==> config.mk <==
export PLATFORM = sky130hd
export DESIGN_NAME = bit_serializer_flat
export DESIGN_NICKNAME = d
export VERILOG_FILES = /design/src/rtl/serial_pkg.sv /design/src/rtl/bit_serializer_if.sv /design/src/rtl/bit_serializer.sv /design/src/flat_wrapper.sv
export SDC_FILE = /design/constraint.sdc
export NUM_CORES = 1
export LEC_CHECK = 0
export ABC_AREA = 1
export CAP_MARGIN = 20
export CORE_UTILIZATION = 45
export CTS_BUF_LIST = sky130_fd_sc_hd__clkbuf_4 sky130_fd_sc_hd__clkbuf_8 sky130_fd_sc_hd__clkbuf_16
export CTS_CLUSTER_SIZE = 10
export DETAILED_ROUTE_END_ITERATION = 8
export DONT_BUFFER_PORTS = 1
export PLACE_DENSITY = 0.59
export SLEW_MARGIN = 5
export SYNTH_ARGS = -nofsm -noshare
export SYNTH_HDL_FRONTEND = slang
export SYNTH_SLANG_ARGS = --single-unit
==> constraint.sdc <==
create_clock -name clk -period 2.81 [get_ports clk]
set_clock_uncertainty 0.1 [all_clocks]
set_input_delay 0.562 -clock clk [delete_from_list [all_inputs] [get_ports clk]]
set_output_delay 0.562 -clock clk [all_outputs]
set_load 0.05 [all_outputs]
==> src/rtl/serial_pkg.sv <==
// Shared types and constants for the serial sequence detector path.
package serial_pkg;

  // Serializer state: IDLE has an empty shift register, SHIFT drives one live bit per cycle.
  typedef enum logic [0:0] {
    IDLE  = 1'b0,
    SHIFT = 1'b1
  } ser_state_t;

  // Bit-order selectors, shared with the detector-side bench.
  localparam bit ORDER_MSB = 1'b1;
  localparam bit ORDER_LSB = 1'b0;

endpackage

==> src/rtl/bit_serializer_if.sv <==
// Parallel-word input handshake and serial-bit output bundle of the bit serializer.
interface bit_serializer_if #(
  parameter int unsigned WIDTH = 11
);

  logic [WIDTH-1:0] word_in;
  logic             word_valid;
  logic             word_ready;
  logic             x;
  logic             x_valid;
  logic             word_done;
  logic             busy;

  // Word producer / serial consumer side.
  modport master (
    output word_in,
    output word_valid,
    input  word_ready,
    input  x,
    input  x_valid,
    input  word_done,
    input  busy
  );

  // Serializer side.
  modport slave (
    input  word_in,
    input  word_valid,
    output word_ready,
    output x,
    output x_valid,
    output word_done,
    output busy
  );

endinterface

==> src/rtl/bit_serializer.sv <==
// Parallel-to-serial converter: one word in the shift register plus a one-word holding
// register, so a queued word starts on the cycle after the previous word's last bit.
// WIDTH must be at least 2.
module bit_serializer
  import serial_pkg::*;
#(
  parameter int unsigned WIDTH     = 11,
  parameter bit          MSB_FIRST = ORDER_MSB
) (
  input  logic             clk,
  input  logic             reset,
  bit_serializer_if.slave  bus
);

  localparam int unsigned          CntW    = $clog2(WIDTH);
  localparam logic [CntW-1:0]      CntLast = CntW'(WIDTH - 1);
  localparam bit                   MsbOut  = (MSB_FIRST == ORDER_MSB);

  ser_state_t       state_q, state_d;
  logic [WIDTH-1:0] sr_q, sr_d;
  logic [CntW-1:0]  cnt_q, cnt_d;
  logic [WIDTH-1:0] hold_q, hold_d;
  logic             hold_full_q, hold_full_d;

  logic             in_shift;
  logic             last_bit;
  logic             ready;
  logic             accept;
  logic [WIDTH-1:0] sr_shift;

  assign in_shift = (state_q == SHIFT);
  assign last_bit = in_shift && (cnt_q == CntLast);
  // Ready depends only on the holding register, so a full hold blocks new words even on the
  // last-bit edge; an empty hold lets a word land straight in sr on that edge.
  assign ready    = ~hold_full_q & ~reset;
  assign accept   = bus.word_valid & ready;

  // Outgoing bit always sits at the exit end; the register moves toward it each cycle.
  assign sr_shift = MsbOut ? {sr_q[WIDTH-2:0], 1'b0} : {1'b0, sr_q[WIDTH-1:1]};

  // Next-state logic: load, shift, refill from hold or from the input, or fall idle.
  always_comb begin
    state_d     = state_q;
    sr_d        = sr_q;
    cnt_d       = cnt_q;
    hold_d      = hold_q;
    hold_full_d = hold_full_q;

    case (state_q)
      IDLE: begin
        if (accept) begin
          sr_d    = bus.word_in;
          cnt_d   = '0;
          state_d = SHIFT;
        end
      end

      SHIFT: begin
        if (!last_bit) begin
          cnt_d = cnt_q + CntW'(1);
          sr_d  = sr_shift;
          if (accept) begin
            hold_d      = bus.word_in;
            hold_full_d = 1'b1;
          end
        end else if (hold_full_q) begin
          // Queued word takes over with no bubble; ready is low so no accept can collide.
          sr_d        = hold_q;
          cnt_d       = '0;
          hold_full_d = 1'b0;
        end else if (accept) begin
          sr_d  = bus.word_in;
          cnt_d = '0;
        end else begin
          cnt_d   = '0;
          state_d = IDLE;
        end
      end

      default: begin
        state_d = IDLE;
      end
    endcase
  end

  // State registers with synchronous reset that discards both the active and held word.
  always_ff @(posedge clk) begin
    if (reset) begin
      state_q     <= IDLE;
      sr_q        <= '0;
      cnt_q       <= '0;
      hold_q      <= '0;
      hold_full_q <= 1'b0;
    end else begin
      state_q     <= state_d;
      sr_q        <= sr_d;
      cnt_q       <= cnt_d;
      hold_q      <= hold_d;
      hold_full_q <= hold_full_d;
    end
  end

  assign bus.word_ready = ready;
  assign bus.x_valid    = in_shift;
  assign bus.x          = in_shift & (MsbOut ? sr_q[WIDTH-1] : sr_q[0]);
  assign bus.word_done  = last_bit;
  assign bus.busy       = in_shift | hold_full_q;

endmodule

==> src/flat_wrapper.sv <==
// flat-port wrapper written by rule: the top's interface ports become plain ports
module bit_serializer_flat import serial_pkg::*;
#(
  parameter int unsigned WIDTH     = 11,
  parameter bit          MSB_FIRST = ORDER_MSB
)
  (clk, reset, bus_word_in, bus_word_valid, bus_word_ready, bus_x, bus_x_valid, bus_word_done, bus_busy);
  bit_serializer_if #(.WIDTH(WIDTH)) bus_i ();
  input  logic clk;
  input  logic reset;
  input wire logic [$bits(bus_i.word_in)-1:0] bus_word_in;
  input wire logic [$bits(bus_i.word_valid)-1:0] bus_word_valid;
  output wire logic [$bits(bus_i.word_ready)-1:0] bus_word_ready;
  output wire logic [$bits(bus_i.x)-1:0] bus_x;
  output wire logic [$bits(bus_i.x_valid)-1:0] bus_x_valid;
  output wire logic [$bits(bus_i.word_done)-1:0] bus_word_done;
  output wire logic [$bits(bus_i.busy)-1:0] bus_busy;
  assign bus_i.word_in = bus_word_in;
  assign bus_i.word_valid = bus_word_valid;
  assign bus_word_ready = bus_i.word_ready;
  assign bus_x = bus_i.x;
  assign bus_x_valid = bus_i.x_valid;
  assign bus_word_done = bus_i.word_done;
  assign bus_busy = bus_i.busy;
  bit_serializer #(.WIDTH(WIDTH), .MSB_FIRST(MSB_FIRST)) u_core (.clk(clk), .reset(reset), .bus(bus_i));
endmodule
Yosys cells after proc, flatten, opt, wreduce, memory -nomap -nowiden
Cells that the tools add are included.

operators by class
  bitwise operators = 8
  equality and inequality tests = 2
  reductions and logical operators = 4
  multiplexer cells = 13
  $add $sub $neg = 1

operator list
  cell                                                                      count
  11-bit two-way mux                                                        3
  11-bit case mux with 2 select lines                                       1
  4-bit two-way mux                                                         2
  4-bit case mux with 2 select lines                                        1
  1-bit two-way mux                                                         5
  4-bit by 1-bit adder with 4-bit output (second input constant)            1
  4-bit == test (second input constant)                                     1
  1-bit inverter                                                            4
  1-bit bitwise AND                                                         3
  3-bit AND reduction                                                       1
  2-bit by 1-bit inequality test with 1-bit output (second input constant)  1
  1-bit case mux with 2 select lines                                        1
  2-bit AND reduction                                                       1
  2-bit nonzero test                                                        1
  1-bit logical AND                                                         1
  1-bit bitwise OR                                                          1

word-level totals
  bits in registers = 28
  logic and storage cells = 33
  bits of input ports = 14
  output and inout port bits = 5

Logic depth before layout (Yosys ltp)
Gate-level depths: netlist of run 1.

  depth in word-level cells = 7
  mapped depth = 9
  gate-level depth less buffers = 8

Worst setup path before layout of run 1
Ideal clock, no wire load.

  path type = register -> output
  start point = register u_core.state_q, in the netlist u_core.bus.x_valid
  end point = output port bus_word_done
  stages on the path, launching flop included = 4
  path slack = 0.846 ns
  data required time = 2.148 ns
  path buffers = 1
  arrival = 1.302 ns
  cells stage by stage = dfxtp_1 -> buf_2 -> nand2_1 -> inv_1

on the way
  word-level cells in the longest chain between the ends = 1

ends and longest elaborated chain
  element                 RTL line              RTL
  start, declared         bit_serializer.sv:19  ser_state_t state_q, state_d;
  start signal, assigned  bit_serializer.sv:95  state_q <= state_d;
  1-bit logical AND       bit_serializer.sv:32  assign last_bit = in_shift && (cnt_q == CntLast);
  end, declared           flat_wrapper.sv:16    output wire logic [$bits(bus_i.word_done)-1:0] bus_word_done;

No other way between the ends.

Worst setup path in the final report of run 1
  start point = register u_core.cnt_q[0]
  end point = output port bus_word_done

on the way
  word-level cells in the longest chain between the ends = 2

ends and longest elaborated chain
  element                 RTL line              RTL
  start, declared         bit_serializer.sv:21  logic [CntW-1:0] cnt_q, cnt_d;
  start signal, assigned  bit_serializer.sv:97  cnt_q <= cnt_d;
  4-bit == test           bit_serializer.sv:32
  1-bit logical AND       bit_serializer.sv:32

No other way between the ends.

==> results of run 1 <==
flip-flops by register name, indices dropped and copies added (netlist names):
name,cells
u_core.hold_q,11
u_core.hold_full_q,1
u_core.cnt_q,4
u_core.bus.x_valid,1
u_core.sr_q,11
area by class of cell:
type	count	area [µm²]	area share [%]
sequential	28	561	35.3
timing repair buffer	3	22.5	1.42
inverter	12	45.0	2.84
tap	46	57.6	3.62
clock buffer	4	36.3	2.29
multi-input combinational	174	866	54.5
per-stage QoR:
step | hold WS (ns) | setup slack [ns]
final | 0.160 | 0.537
after global routing | 0.127 | 0.374
after CTS | 0.153 | 0.522
after detailed placement | 0.351 | 0.918
after global placement | 0.344 | 0.963
after floorplan | 0.334 | 0.846
synth_stat cells, drive strengths merged:
master  instances  area, µm²
or2             1       6.26
xor2            1       8.76
ha              2       25.0
a21oi          31        211
o21ai           7       35.0
xnor2           1       8.76
nor2           36        155
dfxtp          28        561
nand4           1       6.26
nand3          33        170
clkbuf          5       18.8
inv            12       45.1
nand2          61        239
buf             9       72.6
critical path: cells and delay by family, from the launching register on:
| kind | cells | cell delay [ns] |
|---|---|---|
| DFF | 1 | 0.36 |
| buffers and inverters | 2 | 0.44 |
| and+or+nand+nor | 3 | 0.29 |
| adders and majority gates | 1 | 0.19 |
worst paths after layout:
check                                                endpoint                     startpoint  slack, ns  depth (start not counted)
worst max-delay path                            bus_word_done   u_core.cnt_q[0]$_SDFFE_PP0P_       0.54                          6
worst min-delay path            u_core.hold_q[2]$_SDFFE_PP0P_                          reset       0.16                          1
worst max register to register  u_core.hold_q[4]$_SDFFE_PP0P_   u_core.cnt_q[0]$_SDFFE_PP0P_       0.95                          8
worst min register to register  u_core.hold_q[1]$_SDFFE_PP0P_  u_core.hold_q[1]$_SDFFE_PP0P_       0.37                          2
where the power goes:
group	switching, W	total [W]	leakage, nW	internal [W]
combinational	0.000107	0.000158	0.447	0.0000511
clock	0.000123	0.000202	0.0210	0.0000794
sequential	0.0000182	0.000443	0.229	0.000425
total	0.000248	0.000803	0.698	0.000555
routing by layer:
metal,GRT usage (%),up-vias,part of all wire (%)
met4,8.77,0,1.7
met3,3.62,7,5.6
met2,36.4,43,46
li1,-,723,-
met5,0,-,0
met1,26.7,617,47
logic make-up after synthesis:
family,share of synthesized area (%)
adders and majority gates,1.60
xor gates and xnor gates,1.12
AOI/OAI and AO/OA,15.8
and+or+nand+nor,36.9
DFF,35.9
buffers and inverters,8.73
==> impl_results.md, run 1 <==
- Status: finished, final reports clean
- Sequential fraction of the synthesis area: 35.9%
- CP cell instances: inv_1 -> ha_1 -> nand2_1 -> nor2_2 -> nand2_1 -> inv_1
- DRT Wirelength: 3.53 mm
- CTS buffer count: 3
- Die H: 60.9 µm
- Num Clock Sinks: 28
- Post-DR vias/cell: 5.21
- Post-route minimum period: 2.27 ns
- Worst path max stage delay: 0.36 ns
- Design Power: 0.000803 W
- Synth Warn #: 0
- Crit path capture type: output pin
- ANT nets after route: 0
- Core ar.: about 3300 µm²
- Netlist cell types: 24
- Setup crit start kind: flip-flop
- Critical path arrival: 1.61 ns
- Cts repair resizes: 0
- Max-Cap Viols: 0
- Starting DRT DRC Count: 94
- Clk Tree Root Cell: clkbuf_4
- Most frequent cells in the layout: nand2_1 (59), nor2_1 (32), nand3_1 (32)
- VDD IR max: 0.208 mV
- Share of cells above drive strength 1: 14.0%
- Final Cell Area: 1590 µm²
- Fin crit share: 80.9%
- Final count of hold timing violations: 0
- Cell Pwr Density: 506 nW/µm²
- Number of synthesized register bits: 28
- Max_slew headroom: around 57%
- Post-synthesis cell area: 1560 µm²
- Vias in the first global route: 1356
- Final cell count without fillers: 267
- Overflow after GRT: 0
- Initial antenna violation count: 0
- Post-Place Cell Area: 1550 µm²
- Die width: 60.9 µm
- Final Setup Violations: 0
- Vias after detailed routing: about 1400
- Largest net degree at the start of global routing: 21
- First-pass GRT wire length: 5.82 mm
- # nets final: 238
- WL/cell: 13.2 µm
- Average size of a mapped cell: 6.85 µm²
- Area growth, synth to finish: 1.60%
- Antenna Cells: 0
- I/O pin cnt: 19
- H-tree Lvls: 1
- Placer Congestion: 0.774
- Placed cell count: about 260
- WS Path Type: flip-flop to output pin
- F_max: 0.440 GHz
- Post-Route Setup TNS: 0 ns
- FP Rows: 21
- Clock Path Buffers: 2
- DRC viols: 0
- Most common cell after layout, fill and taps aside: nand2_1
- Post-CTS Setup Inserts: 0
- Hpwl dp: ~2.4 mm
- Slowest cell on the critical path: dfxtp_1
- Data required, critical path: between 2 and 2.5 ns
- Clock transition at the registers of the reported paths: around 0.15 ns
- Synth Instances: 228
- Hold Crit Class: input pin to flip-flop
- Max FO, Critical Path: 4
- Port bufs: 0
- GRT Total Usage: between 20% and 30%
- Fin. max-slew vios: 0
- DIE AREA: 3710 µm²
- # hold bufs at CTS: 0
- Fill count: 340
- CTS tree: built
- Leakage power: 0.698 nW
- Final core occ: a little under half
- Drt first pass iters: 4
- Worst-Margin Slew: 0.638 ns
- Skew-Pair Late Insertion Delay: 0.33 ns
- RSZ-0062 raised after global routing: no
- Synth Net Count: 244
- Initial Util: 46.8%
(Power assumes the default switching activity.)
==> inputs of run 2 (changes only) <==
Clock period 2.81 ns to 2.3 ns, I/O delays scaled along.
==> impl_results.md, run 2 (synthesized netlist as in run 1, its figures left out) <==
- Status: finished, final reports clean
- Final core occ: 48.2% (+0.60 points)
- Placed cell count: 264 (+0.38%)
- Port bufs: 0 (unchanged)
- H-tree Lvls: 1 (unchanged)
- CTS buffer count: 3 (unchanged)
- WL/cell: 13.6 µm (+3.2%)
- Critical path arrival: 1.55 ns (-0.06 ns)
- I/O pin cnt: 19 (unchanged)
- Overflow after GRT: 0 (unchanged)
- Max_slew headroom: 56.8% (-0.56 points)
- Design Power: 0.000984 W (+23%)
- CTS tree: built
- Fin crit share: between 90% and 100%
- ANT nets after route: 0 (unchanged)
- Max FO, Critical Path: 4 (unchanged)
- # nets final: 239 (+0.42%)
- Area growth, synth to finish: 2.88%
- Hpwl dp: 2.55 mm (+4.9%)
- Data required, critical path: 1.74 ns (-0.41 ns)
- Placer Congestion: 0.753 (-2.8%)
- Max-Cap Viols: 0 (unchanged)
- Die width: 60.9 µm (unchanged)
- Vias in the first global route: 1344 (-0.88%)
- Post-DR vias/cell: 5.43 (+4.2%)
- GRT Total Usage: 22.8% (+1.5 points)
- Most common cell after layout, fill and taps aside: nand2_1
- VDD IR max: 0.292 mV (+41%)
- WS Path Type: flip-flop to output pin
- Drt first pass iters: 4 (unchanged)
- Clock transition at the registers of the reported paths: 0.15 ns (about the same)
- DRC viols: 0 (unchanged)
- Crit path capture type: output pin
- Post-route minimum period: 2.11 ns
- Most frequent cells in the layout: nand2_1 (59), nor2_1 (32), nand3_1 (32)
- Final count of hold timing violations: 0 (unchanged)
- Cts repair resizes: 0 (unchanged)
- Final cell count without fillers: 268 (+0.37%)
- Post-CTS Setup Inserts: 0 (unchanged)
- # hold bufs at CTS: 0 (unchanged)
- Vias after detailed routing: 1454 (+4.6%)
- Skew-Pair Late Insertion Delay: 0.33 ns (about the same)
- Fin. max-slew vios: 0 (unchanged)
- DRT Wirelength: 3.66 mm (+3.5%)
- Clock Path Buffers: 2 (unchanged)
- Clk Tree Root Cell: clkbuf_4
- Largest net degree at the start of global routing: 21 (unchanged)
- RSZ-0062 raised after global routing: no
- First-pass GRT wire length: 6.20 mm (+6.4%)
- Fill count: 369 (+8.5%)
- FP Rows: 21 (unchanged)
- Hold Crit Class: input pin to flip-flop
- Core ar.: 3340 µm² (unchanged)
- Die H: 60.9 µm (unchanged)
- Share of cells above drive strength 1: 14.4% (+0.39 points)
- DIE AREA: 3710 µm² (unchanged)
- Starting DRT DRC Count: 111 (+18%)
- Initial antenna violation count: 0 (unchanged)
- Largest regs: u_core.hold_q: 11 flops, u_core.sr_q: 11 flops, u_core.cnt_q: 4 flops
- Num Clock Sinks: 28 (unchanged)
- Antenna Cells: 0 (unchanged)
- Worst-Margin Slew: 0.647 ns (+0.00845 ns)
- Final Setup Violations: 0 (unchanged)
- Cell Pwr Density: 612 nW/µm² (+21%)
- F_max: 0.475 GHz
- Post-Route Setup TNS: 0 ns (unchanged)
- Setup crit start kind: flip-flop
- Multi-input logic area: 866 µm² (unchanged)
- Flip-flop and latch area: 561 µm² (unchanged)
- Reg2Reg Setup Slack: 0.37 ns (-0.58 ns)
- Initial Util: 46.8% (unchanged)
- Leakage power: 0.706 nW (+1.2%)
## run 2: changes by cell type in the layout (fill, tap and decap cells not counted), sizes merged
cell / change
buf: +1
## run 2: path summary, 6_finish.rpt
path / start / endpoint / cells past startpoint
setup / recovery: u_core.cnt_q[0]$_SDFFE_PP0P_ / bus_word_done / 7
hold / removal: reset / u_core.hold_q[0]$_SDFFE_PP0P_ / 1
setup reg to reg: u_core.cnt_q[0]$_SDFFE_PP0P_ / u_core.hold_q[4]$_SDFFE_PP0P_ / 8
hold reg to reg: u_core.hold_q[5]$_SDFFE_PP0P_ / u_core.hold_q[5]$_SDFFE_PP0P_ / 2
## run 2: layout make-up
| cell class | count | area share, % |
|---|---|---|
| well taps | 46 | 3.58 |
| flip-flops and latches | 28 | 34.9 |
| clock buffers | 4 | 2.26 |
| inverters | 12 | 2.80 |
| multi-input cells | 174 | 53.9 |
| repair buffers | 4 | 2.65 |
## run 2: critical path, stage by stage (launching register included)
cell and delay [ns]:
dfxtp_1 0.36, inv_1 0.10, ha_1 0.19, nand2_1 0.07, nor2_2 0.13, nand2_1 0.08
inv_1 0.13, buf_12 0.15
## run 2: power by group
group          internal, W  switching (W)  total, W
combinational    0.0000624       0.000131  0.000193
clock            0.0000971       0.000149  0.000246
sequential        0.000519      0.0000252  0.000544
## run 2: metal layers
layer / global-route usage (%) / vias to the layer above / share of wire (%)
li1: - / 726 / -
met1: 30.0 / 656 / 42
met2: 36.1 / 62 / 46
met3: 6.82 / 10 / 10
met4: 7.14 / 0 / 1.7
met5: 0 / - / 0
## run 2: through the flow
stage | hold WS (ns) | cell area, µm² | setup WS [ns]
6_report | 0.0576 | 1610 | 0.194
5_1_grt | 0.0271 | 1610 | 0.0719
4_1_cts | 0.0500 | 1610 | 0.188
3_5_place_dp | 0.357 | 1570 | 0.410
3_3_place_gp | 0.348 | 1570 | 0.515
2_1_floorplan | 0.334 | 1560 | 0.438
==> inputs of run 3 (changes only) <==
Clock period 2.3 ns to 2.14 ns, I/O delays scaled along.
==> impl_results.md, run 3 (synthesized netlist as in run 1, its figures left out) <==
- Status: finished, final reports clean
- F_max: 0.501 GHz
- First-pass GRT wire length: 6.09 mm (-1.8%)
- FP Rows: 21 (unchanged)
- Final core occ: 49.7% (+1.5 points)
- DRT Wirelength: 3.69 mm (+0.96%)
- Largest regs: u_core.hold_q: 11 flops, u_core.sr_q: 11 flops, u_core.cnt_q: 4 flops
- VDD IR max: 0.267 mV (-8.6%)
- M2 GR Usage: 36.1% (unchanged)
- Max_slew headroom: 57.4% (+0.56 points)
- Max-Cap Viols: 0 (unchanged)
- GRT Total Usage: 22.4% (-0.48 points)
- Final Cell Area: 1660 µm² (+3.1%)
- Data required, critical path: 1.61 ns (-0.13 ns)
- Post-route minimum period: 2.00 ns
- Post-DR vias/cell: 5.26 (-3.1%)
- Antenna Cells: 0 (unchanged)
- Largest net degree at the start of global routing: 21 (unchanged)
- Max FO, Critical Path: 4 (unchanged)
- Port bufs: 0 (unchanged)
- Fin. max-slew vios: 0 (unchanged)
- Clock Path Buffers: 2 (unchanged)
- Hold_sp: reset
- Skew-Pair Late Insertion Delay: 0.33 ns (about the same)
- Clk Tree Root Cell: clkbuf_4
- Post-Place Cell Area: 1570 µm² (unchanged)
- Fill count: 356 (-3.5%)
- WS Path Type: flip-flop to output pin
- Post-Route Setup TNS: 0 ns (unchanged)
- Worst setup path start: u_core.cnt_q[1]$_SDFFE_PP0P_
- Most frequent cells in the layout: nand2_1 (59), nor2_1 (32), nand3_1 (32)
- Starting DRT DRC Count: 64 (-42%)
- RSZ-0062 raised after global routing: no
- Busiest grt layer: met2
- DRC viols: 0 (unchanged)
- Area growth, synth to finish: 6.08%
- Initial antenna violation count: 0 (unchanged)
- DIE AREA: 3710 µm² (unchanged)
- Most common cell after layout, fill and taps aside: nand2_1
- Overflow after GRT: 0 (unchanged)
- Worst-Margin Slew: 0.638 ns (-0.00840 ns)
- CTS buffer count: 3 (unchanged)
- Leakage power: 0.722 nW (+2.3%)
- Vias after detailed routing: 1425 (-2.0%)
- Final count of hold timing violations: 0 (unchanged)
- Initial Util: 46.8% (unchanged)
- Cell Pwr Density: 696 nW/µm² (+14%)
- Setup crit start kind: flip-flop
- Die H: 60.9 µm (unchanged)
- Critical path arrival: 1.47 ns (-0.08 ns)
- I/O pin cnt: 19 (unchanged)
- Die width: 60.9 µm (unchanged)
- # nets final: 242 (+1.3%)
- Clock transition at the registers of the reported paths: 0.15 ns (about the same)
- Fin crit share: 93.3%
- ANT nets after route: 0 (unchanged)
- Vias in the first global route: 1300 (-3.3%)
- Core ar.: 3340 µm² (unchanged)
- Final Setup Violations: 0 (unchanged)
- CTS tree: built
- Share of cells above drive strength 1: 16.9% (+2.5 points)
- Placer Congestion: 0.785 (+4.3%)
- Num Clock Sinks: 28 (unchanged)
- H-tree Lvls: 1 (unchanged)
- Met3 Use GR: 4.90% (-1.9 points)
- WL/cell: 13.6 µm (-0.16%)
- Met1 global-route usage: 29.4% (-0.61 points)
- Reg2reg start: u_core.cnt_q[1]$_SDFFE_PP0P_
- Hpwl dp: 2.55 mm (about the same)
- Drt first pass iters: 4 (unchanged)
- Crit path capture type: output pin
- Hold Crit Class: input pin to flip-flop
run 3: cell count changes in the layout (fill, tap and decap cells not counted), sizes merged:
cell         delta
buf             +2
bufinv          +1
dlygate4sd3     +1
clkbuf          -1
run 3: power by group:
| group | internal, W | leakage [nW] | switching (W) | total (W) |
|---|---|---|---|---|
| clock | 0.000190 | 0.0279 | 0.000164 | 0.000353 |
| sequential | 0.000558 | 0.230 | 0.0000256 | 0.000584 |
| combinational | 0.0000711 | 0.464 | 0.000146 | 0.000217 |
| total | 0.000819 | 0.722 | 0.000335 | 0.00115 |
run 3: area by class of cell:
type | instances | area [µm²] | area share [%]
Clock buffer | 3 | 22.5 | 1.36
Clock inverter | 1 | 30.0 | 1.81
Inverter | 12 | 45.0 | 2.72
Multi-Input combinational cell | 174 | 873 | 52.7
Sequential cell | 28 | 562 | 33.9
Tap cell | 46 | 57.6 | 3.47
Timing Repair Buffer | 7 | 67.6 | 4.08
run 3: critical path, cell delays in order (launching register included):
cell and delay [ns]:
dfxtp_1 0.40, ha_2 0.21, nand2_1 0.09, nor2_4 0.12, nand2_1 0.08, inv_2 0.10
buf_12 0.13
run 3: per-stage QoR:
stage                     power [W]  worst slack, ns  hold WS [ns]  std cells
final                       0.00115            0.143        0.0400        271
after global routing        0.00122           0.0310       0.00677        271
after CTS                   0.00116           0.0633        0.0114        268
after detailed placement   0.000801            0.284         0.352        264
after global placement     0.000796            0.382         0.349        264
after floorplan            0.000777            0.310         0.334        228
run 3: timing repair:
action                                  CTS  global route
gates resized for setup                   0             5
hold buffers                              0             1
setup buffers                             0             2
endpoints found under the hold margin     0             8
endpoints found under the setup margin    0             1
run 3: path summary, 6_finish.rpt:
| check | endpoint | slack (ns) | depth (start not counted) |
|---|---|---|---|
| setup reg to reg | u_core.hold_q[5]$_SDFFE_PP0P_ | 0.29 | 7 |
| setup / recovery | bus_word_done | 0.14 | 6 |
| hold / removal | u_core.cnt_q[3]$_SDFFE_PP0P_ | 0.04 | 1 |
| hold reg to reg | u_core.hold_q[4]$_SDFFE_PP0P_ | 0.38 | 2 |
run 3: per-layer routing:
layer	wire length, µm	part of all wire [%]
met5	0	0
met4	32	0.87
met3	255	6.9
met2	1750	47
met1	1650	45
